File: config.mk
export PLATFORM = sky130hd
export DESIGN_NAME = pipeline_ks_addsub
export DESIGN_NICKNAME = d
export VERILOG_FILES = /design/src/rtl/pipeline_ks_addsub.sv
export SDC_FILE = /design/constraint.sdc
export NUM_CORES = 1
export LEC_CHECK = 0
export BUFFER_PORTS_ARGS = -buffer_cell sky130_fd_sc_hd__clkbuf_2
export CAP_MARGIN = 10
export CORE_UTILIZATION = 60
export CTS_CLUSTER_SIZE = 30
export DETAILED_ROUTE_END_ITERATION = 6
export GPL_TIMING_DRIVEN = 0
export MAX_ROUTING_LAYER = met4
export PLACE_DENSITY_LB_ADDON = 0.3
export SLEW_MARGIN = 0
export SYNTH_ARGS = -nofsm -noshare
export SYNTH_HDL_FRONTEND = slang
export SYNTH_SLANG_ARGS = --single-unit
File: constraint.sdc
create_clock -name clk -period 5.1 [get_ports clk]
set_input_delay 0.51 -clock clk [delete_from_list [all_inputs] [get_ports clk]]
set_output_delay 0.51 -clock clk [all_outputs]
set_load 0.03 [all_outputs]
File: src/rtl/pipeline_ks_addsub.sv
// ---------------------------------------------------------------------------
// pipeline_ks_addsub
//
// Pipelined Kogge-Stone adder/subtractor with a generic width and selectable
// register placement inside the prefix network.
//
//   sub = 0 : {cout, sum} = a + b + cin
//   sub = 1 : {cout, sum} = a + ~b + !cin   (a - b - cin, cout = 1 -> no borrow)
//
// Parameters
//   WIDTH     operand / sum width, any value >= 2
//   PIPE_MASK bit k set -> register bank after prefix level k
//             (bits at or above the number of prefix levels are ignored)
//   TAG_W     width of the sideband tag that travels with each operation
//
// Ports
//   clk, rst_n          clock (rising edge), asynchronous active-low reset
//   in_valid, in_ready  operand beat handshake
//   a, b, cin, sub, tag operand beat
//   out_valid,out_ready result handshake
//   sum, cout, ovf,     result, raw carry out of the MSB, signed overflow,
//   zero, out_tag       sum == 0, tag of this result
//
// Latency from an accepted beat to out_valid is popcount(used PIPE_MASK) + 1.
// ---------------------------------------------------------------------------
module pipeline_ks_addsub #(
    parameter int          WIDTH     = 64,
    parameter logic [31:0] PIPE_MASK = 32'b001010,
    parameter int          TAG_W     = 4
) (
    input  logic             clk,
    input  logic             rst_n,
    input  logic             in_valid,
    output logic             in_ready,
    input  logic [WIDTH-1:0] a,
    input  logic [WIDTH-1:0] b,
    input  logic             cin,
    input  logic             sub,
    input  logic [TAG_W-1:0] tag,
    output logic             out_valid,
    input  logic             out_ready,
    output logic [WIDTH-1:0] sum,
    output logic             cout,
    output logic             ovf,
    output logic             zero,
    output logic [TAG_W-1:0] out_tag
);

    localparam int LEVELS = $clog2(WIDTH);
    // Prefix vectors carry one extra position at index 0 that stands for
    // bit -1: its generate is the effective carry-in, its propagate is 0.
    // Position j (j >= 1) is bit j-1 of the operands.
    localparam int N = WIDTH + 1;

    // One pipeline bank. gg/pg are the group generate/propagate after the
    // level that feeds the bank. Once a position's group reaches index 0 its
    // pg is the constant 0 (pg[0] = 0 is ANDed in), so those flops fold away
    // and only the still-unresolved group terms survive in each bank.
    typedef struct packed {
        logic             v;
        logic [TAG_W-1:0] tag;
        logic [WIDTH-1:0] p;
        logic [N-1:0]     gg;
        logic [N-1:0]     pg;
    } stage_t;

    stage_t bank_d [LEVELS];
    stage_t bank_q [LEVELS];

    logic             stall;
    logic             en;
    logic             accept;
    logic             valid_d;
    logic [TAG_W-1:0] tag_d;
    logic [WIDTH-1:0] sum_d;
    logic             cout_d;
    logic             ovf_d;
    logic             zero_d;

    // Handshake: a beat moves on a rising edge when valid and ready are both
    // high on that side. The whole pipe shares one enable; it stops only
    // when a finished result is waiting for out_ready, so bubbles travel as
    // valid = 0 and are never squeezed out.
    assign stall    = out_valid & ~out_ready;
    assign en       = ~stall;
    assign in_ready = en;
    assign accept   = in_valid & in_ready;

    always_comb begin : prefix_net
        stage_t           cur;
        stage_t           nxt;
        logic [WIDTH-1:0] b_eff;
        logic             cin_eff;
        nxt     = '0;
        b_eff   = sub ? ~b : b;
        cin_eff = sub ? ~cin : cin;
        cur.v   = accept;
        cur.tag = tag;
        cur.p   = a ^ b_eff;
        cur.gg  = {a & b_eff, cin_eff};
        cur.pg  = {a ^ b_eff, 1'b0};
        for (int k = 0; k < LEVELS; k++) begin
            nxt = cur;
            // Positions below the span have no partner: identity (g=0, p=1),
            // so they simply pass through unchanged.
            for (int j = (1 << k); j < N; j++) begin
                nxt.gg[j] = cur.gg[j] | (cur.pg[j] & cur.gg[j - (1 << k)]);
                nxt.pg[j] = cur.pg[j] & cur.pg[j - (1 << k)];
            end
            bank_d[k] = nxt;
            cur = PIPE_MASK[k] ? bank_q[k] : nxt;
        end
        valid_d = cur.v;
        tag_d   = cur.tag;
        // gg[i] is the carry into bit i (gg[0] is the effective carry-in).
        sum_d   = cur.p ^ cur.gg[WIDTH-1:0];
        // With WIDTH a power of two the top group stops at bit 0 and still
        // needs the carry-in folded in; otherwise pg[WIDTH] is already 0.
        cout_d  = cur.gg[WIDTH] | (cur.pg[WIDTH] & cur.gg[0]);
        ovf_d   = cout_d ^ cur.gg[WIDTH-1];
        zero_d  = ~|sum_d;
    end

    always_ff @(posedge clk or negedge rst_n) begin
        if (!rst_n) begin
            for (int k = 0; k < LEVELS; k++) begin
                bank_q[k] <= '0;
            end
            out_valid <= 1'b0;
            sum       <= '0;
            cout      <= 1'b0;
            ovf       <= 1'b0;
            zero      <= 1'b0;
            out_tag   <= '0;
        end else if (en) begin
            for (int k = 0; k < LEVELS; k++) begin
                if (PIPE_MASK[k]) begin
                    bank_q[k] <= bank_d[k];
                end
            end
            out_valid <= valid_d;
            // Bubbles leave the last result on the outputs.
            if (valid_d) begin
                sum     <= sum_d;
                cout    <= cout_d;
                ovf     <= ovf_d;
                zero    <= zero_d;
                out_tag <= tag_d;
            end
        end
    end

endmodule
### Yosys cells after proc, flatten, opt, wreduce, memory -nomap -nowiden

Index checks and enable logic that the tools add are counted.

| word-level totals | value |
|---|---|
| register bits | 450 |
| input port bits | 138 |
| logic and storage cells | 951 |
| output and inout bits | 73 |

| cells by class | value |
|---|---|
| mux-type cells | 2 |
| reduce and logical (&&, ||, !) cells | 3 |
| bitwise gates (word level) | 930 |

Operators with widths:

| kind | count |
|---|---|
| bitwise AND 1 bit | 594 |
| OR 1 bit | 328 |
| XOR 64 bit | 2 |
| bitwise AND 64 bit | 1 |
| 2-to-1 mux 64 bit | 1 |
| NOT 64 bit | 1 |
| OR reduction 64 bit | 1 |
| NOT 1 bit | 3 |
| AND reduction 2 bit | 1 |
| logical NOT 1 bit | 1 |
| 2-to-1 mux 1 bit | 1 |
| XOR 1 bit | 1 |

### Logic depth before layout (Yosys ltp)

| logic depth | value |
|---|---|
| depth after elaboration | 7 |
| mapped depth | 9 |
| gate-level depth less buffers | 6 |

### Worst setup path before layout

No wires, ideal clock.

| timing | value |
|---|---|
| path kind | input-to-reg |
| start point | input sub |
| end point | register bank_q[922] (netlist bit) |
| library setup time | 0.133 ns |
| cell stages on the path | 9 |
| buffers on the path | 3 |
| path slack | 2.613 ns |
| required time | 4.967 ns |
| arrival time | 2.354 ns |
| cell sequence | clkbuf_1 -> buf_1 -> xor2_1 -> ha_1 -> clkbuf_1 -> a21o_1 -> a21o_1 -> a21oi_1 -> o21ai_0 |

RTL lines:

| what | RTL line | text |
|---|---|---|
| from (decl) | 38 | `input logic sub,` |
| to (signal, indexed assignment) | 138 | `bank_q[k] <= bank_d[k];` |
| to (decl) | 68 | `stage_t bank_q [LEVELS];` |

### Worst setup path after layout

| timing | value |
|---|---|
| start point | register out_valid |
| end point | output in_ready |

| on the way | value |
|---|---|
| cells in the longest elaborated chain, start to end | 2 |

Ends and longest elaborated chain:

| what | RTL line | text |
|---|---|---|
| from (decl) | 40 | `output logic out_valid,` |
| from (signal assigned) | 141 | `out_valid <= valid_d;` |
| bitwise AND 1 bit | 84 | `assign stall = out_valid & ~out_ready;` |
| NOT 1 bit (no source line) | n/a |  |
| to (decl) | 34 | `output logic in_ready,` |

No other way between the ends.

==> metrics.md <==
| Metric | Value |
|---|---|
| Outcome | `finished clean` |
| Worst VDD drop | `~0.52 mV` |
| Layout cell share with drive strength beyond 1 | `13.9%` |
| # setup viols final | `0` |
| Vias per std cell | `~6.4` |
| Post-DP HPWL | `55.8 mm` |
| Hold Crit Class | `input port to register` |
| Layout Utilization | `a little under three quarters` |
| Max-slew violations | `0` |
| Tmin final | `3720 ps` |
| Area share of fa/ha/maj cells after synthesis | `~3.7%` |
| Initial antenna violation count | `2` |
| All-Layer GR Usage | `a little over two fifths` |
| Final Power | `14.4 mW` |
| Total clock sinks | `450` |
| Routed WL | `73.5 mm` |
| Asr flop ratio synth | `100%` |
| Total CTS buffers | `46` |
| H-tree lvl count | `2` |
| Post-route ant nets | `0` |
| Synth Area in Compound Gates | `19.0%` |
| Rel. slew slack | `15.0%` |
| Sequential share of the synthesized area | `52.5%` |
| Clock Skew | `about 18 ps` |
| Routed len/inst | `24.2 um` |
| Synth top area share | `52.5%` |
| Synth area leader | `dfrtp_1` |
| Synth top cells by count | `nand2_1, dfrtp_1, o21ai_0, a21oi_1, a21o_1` |
| Top delay family on crit path | `buffers and inverters` |
| Max Root-Sink Buffers | `3` |
| Max Cap Viol | `0` |
| Area Overhead vs Synth | `15.6%` |
| Global-route wire length before repair | `111 mm` |
| CP required | `4590 ps` |
| Comb pwr share | `34.5%` |
| Post-CTS Setup Bufs | `0` |
| Post-Syn Area per Cell | `about 9.4 sq um` |
| Startpoint Class | `register` |
| Rows | `a little under 70` |
| Core ar. | `34,900 sq um` |
| Starting Density | `61.5%` |
| Detailed router's first-iteration violation count | `2,361` |
| Die Wd | `191 um` |
| Synth Area in Simple Gates | `between 15 and 20%` |
| Drt first pass iters | `6` |
| Largest net degree at the start of global routing | `approximately 110` |
| Largest stage delay, worst path | `910 ps` |
| Switching power | `6.03 mW` |
| Switching Fraction | `a little over two fifths` |
| Clk_lat worst skew | `560 ps` |
| CTS clk-pin slew, worst paths | `roughly 60 ps` |
| IO Pins | `about 210` |
| Part of the power in registers | `about 41%` |
| RSZ-0062 raised after global routing | `no` |
| Synth Area in XOR/XNOR | `4.90%` |
| Post-synth EDFFs | `0` |
| Mux share of post-synthesis cell area | `1.10%` |
| Crit Path Max Fanout | `11` |
| Net count after synthesis | `2,487` |
| Worst path bufs/invs | `4` |
| Clock root buffer | `clkbuf_16` |
| Critical path type | `register to primary output` |
| Synth top area cells | `dfrtp_1, nand2_1, a21o_1` |
| Die Span Y | `191 um` |
| Distinct cell type count after synthesis | `45` |
| Residual DRC | `0` |
| LEAKAGE | `12.1 nW` |
| CTS tree | `yes` |
| Final nets | `2,750` |
| PortBufs | `210` |
| Gpl congestion | `between 1 and 1.5` |
| Vias in the first global route | `18,372` |
| Hold_ws | `177 ps` |
| Largest family of logic cells by synthesized area | `compound AO/OA/AOI/OAI gates` |
| Fin. Hold Viols | `0` |
| Worst-Margin Slew | `1270 ps` |
| Clock share of power | `24.6%` |
| Tcrit/Tclk final | `73.0%` |
| Synth warnings | `0` |
| Pwr dens | `582 nW/um^2` |
| Fmax achieved | `269 MHz` |
| Critical Path Sink Type | `primary output` |
| Worst path cell trace | `nor2b_1, clkinv_1, clkbuf_1, buf_1, clkbuf_2` |
| Top_reg_cell synth | `dfrtp_1` |
| Internal Power | `8.39 mW` |
| Post-Synthesis Cells | `~2,300` |
| Remaining Overflow, GRT | `0` |
| Synthesized area | `21,400 sq um` |
| Synthesized flop and latch total | `450` |
| Slowest cell on crit path | `clkbuf_1` |
| Vias | `19,344` |
| WP data arrival | `3210 ps` |
| Top-count cell post-synth | `nand2_1` |
| Die ar. | `36,500 sq um` |
==> logic make-up (layout without fill, tap and decap cells) <==
family	count (synthesis)	in the layout
muxes	21	21
other	0	3
and+or+nand+nor	863	863
adders and majority gates	64	64
buffers and inverters	132	432
DFF	450	450
xor gates and xnor gates	120	120
AOI/OAI and AO/OA	635	635
==> power by group through the flow <==
| stage | logic [mW] | registers (mW) | clock network (mW) |
|---|---|---|---|
| 6_report | 4.97 | 5.90 | 3.55 |
| 4_1_cts | 4.85 | 5.83 | 3.52 |
| 2_1_floorplan | 2.62 | 5.92 | 0 |
| 3_5_place_dp | 4.80 | 5.88 | 0 |
| 5_1_grt | 5.33 | 5.96 | 3.66 |
| 3_3_place_gp | 4.65 | 5.83 | 0 |
==> stage by stage <==
| stage | instances | worst slack, ps | TNS [ps] | area (sq um) |
|---|---|---|---|---|
| after detailed placement | 2954 | 1530 | 0 | 23200 |
| after global routing | 3042 | 1400 | 0 | 24800 |
| after floorplan | 2285 | 2610 | 0 | 21400 |
| after CTS | 3040 | 1550 | 0 | 24800 |
| final | 3043 | 1380 | 0 | 24800 |
| after global placement | 2950 | -6400 | -2861780 | 23100 |
==> registers in the layout, summed over array words and instances (netlist names) <==
signal / cells
out_valid: 1
bank_d: 153
valid_d: 1
sum: 64
bank_q: 220
cout: 1
out_tag: 4
tag_d: 4
ovf: 1
zero: 1
==> cell usage in the layout, fill, tap and decap left out, types with 21 or more instances in the layout <==
| cell type | n |
|---|---|
| a21o_1 | 125 |
| a21oi_1 | 148 |
| buf_2 | 28 |
| clkbuf_1 | 102 |
| clkbuf_16 | 49 |
| clkbuf_2 | 209 |
| dfrtp_1 | 450 |
| ha_1 | 64 |
| mux2_2 | 21 |
| nand2_1 | 710 |
| nand3_1 | 25 |
| nand4_1 | 47 |
| nor2_1 | 47 |
| o211ai_1 | 49 |
| o21a_1 | 56 |
| o21ai_0 | 160 |
| o31ai_1 | 51 |
| xnor2_1 | 31 |
| xor2_1 | 89 |
==> worst register-to-register path: cells and delay by family, from the launching register on <==
family | cells | cell delay, ps
AOI/OAI and AO/OA | 1 | 90
and+or+nand+nor | 2 | 460
buffers and inverters | 4 | 2030
DFF | 1 | 380
==> path summary, 6_finish.rpt <==
path                             start          end  slack [ps]  depth (start not counted)
max                          out_valid     in_ready        1380                          5
min                             tag[3]  bank_d[595]         180                          3
max reg2reg                  out_valid  bank_q[847]        2020                          7
min reg2reg                bank_d[586]  bank_d[586]         470                          2
max in group asynchronous        rst_n  bank_d[562]        3270                          4
min in group asynchronous        rst_n  bank_d[132]         490                          2
==> final cells by class <==
cell class | count | area [sq um]
plain buffers | 129 | 519
diodes | 3 | 7.51
flip-flops and latches | 450 | 11300
inverters | 3 | 11.3
clock buffers | 68 | 1390
fillers | 2694 | 10100
well taps | 455 | 569
repair buffers | 215 | 1180
multi-input cells | 1703 | 9650
clock inverters | 17 | 196
==> metal layers <==
layer / global-route usage [%] / routed length [um] / vias up
met5: - / 0 / -
met4: 14.2 / 2440 / 0
met3: 7.97 / 7920 / 161
met2: 62.0 / 33000 / 1207
met1: 59.3 / 30100 / 9568
li1: - / - / 8408
==> timing repair <==
item,4_1_cts,5_1_grt
endpoints found under the hold margin,64,0
gates resized for setup,0,0
hold buffers,1,0
Note: power is estimated with default switching activity, not from simulation.
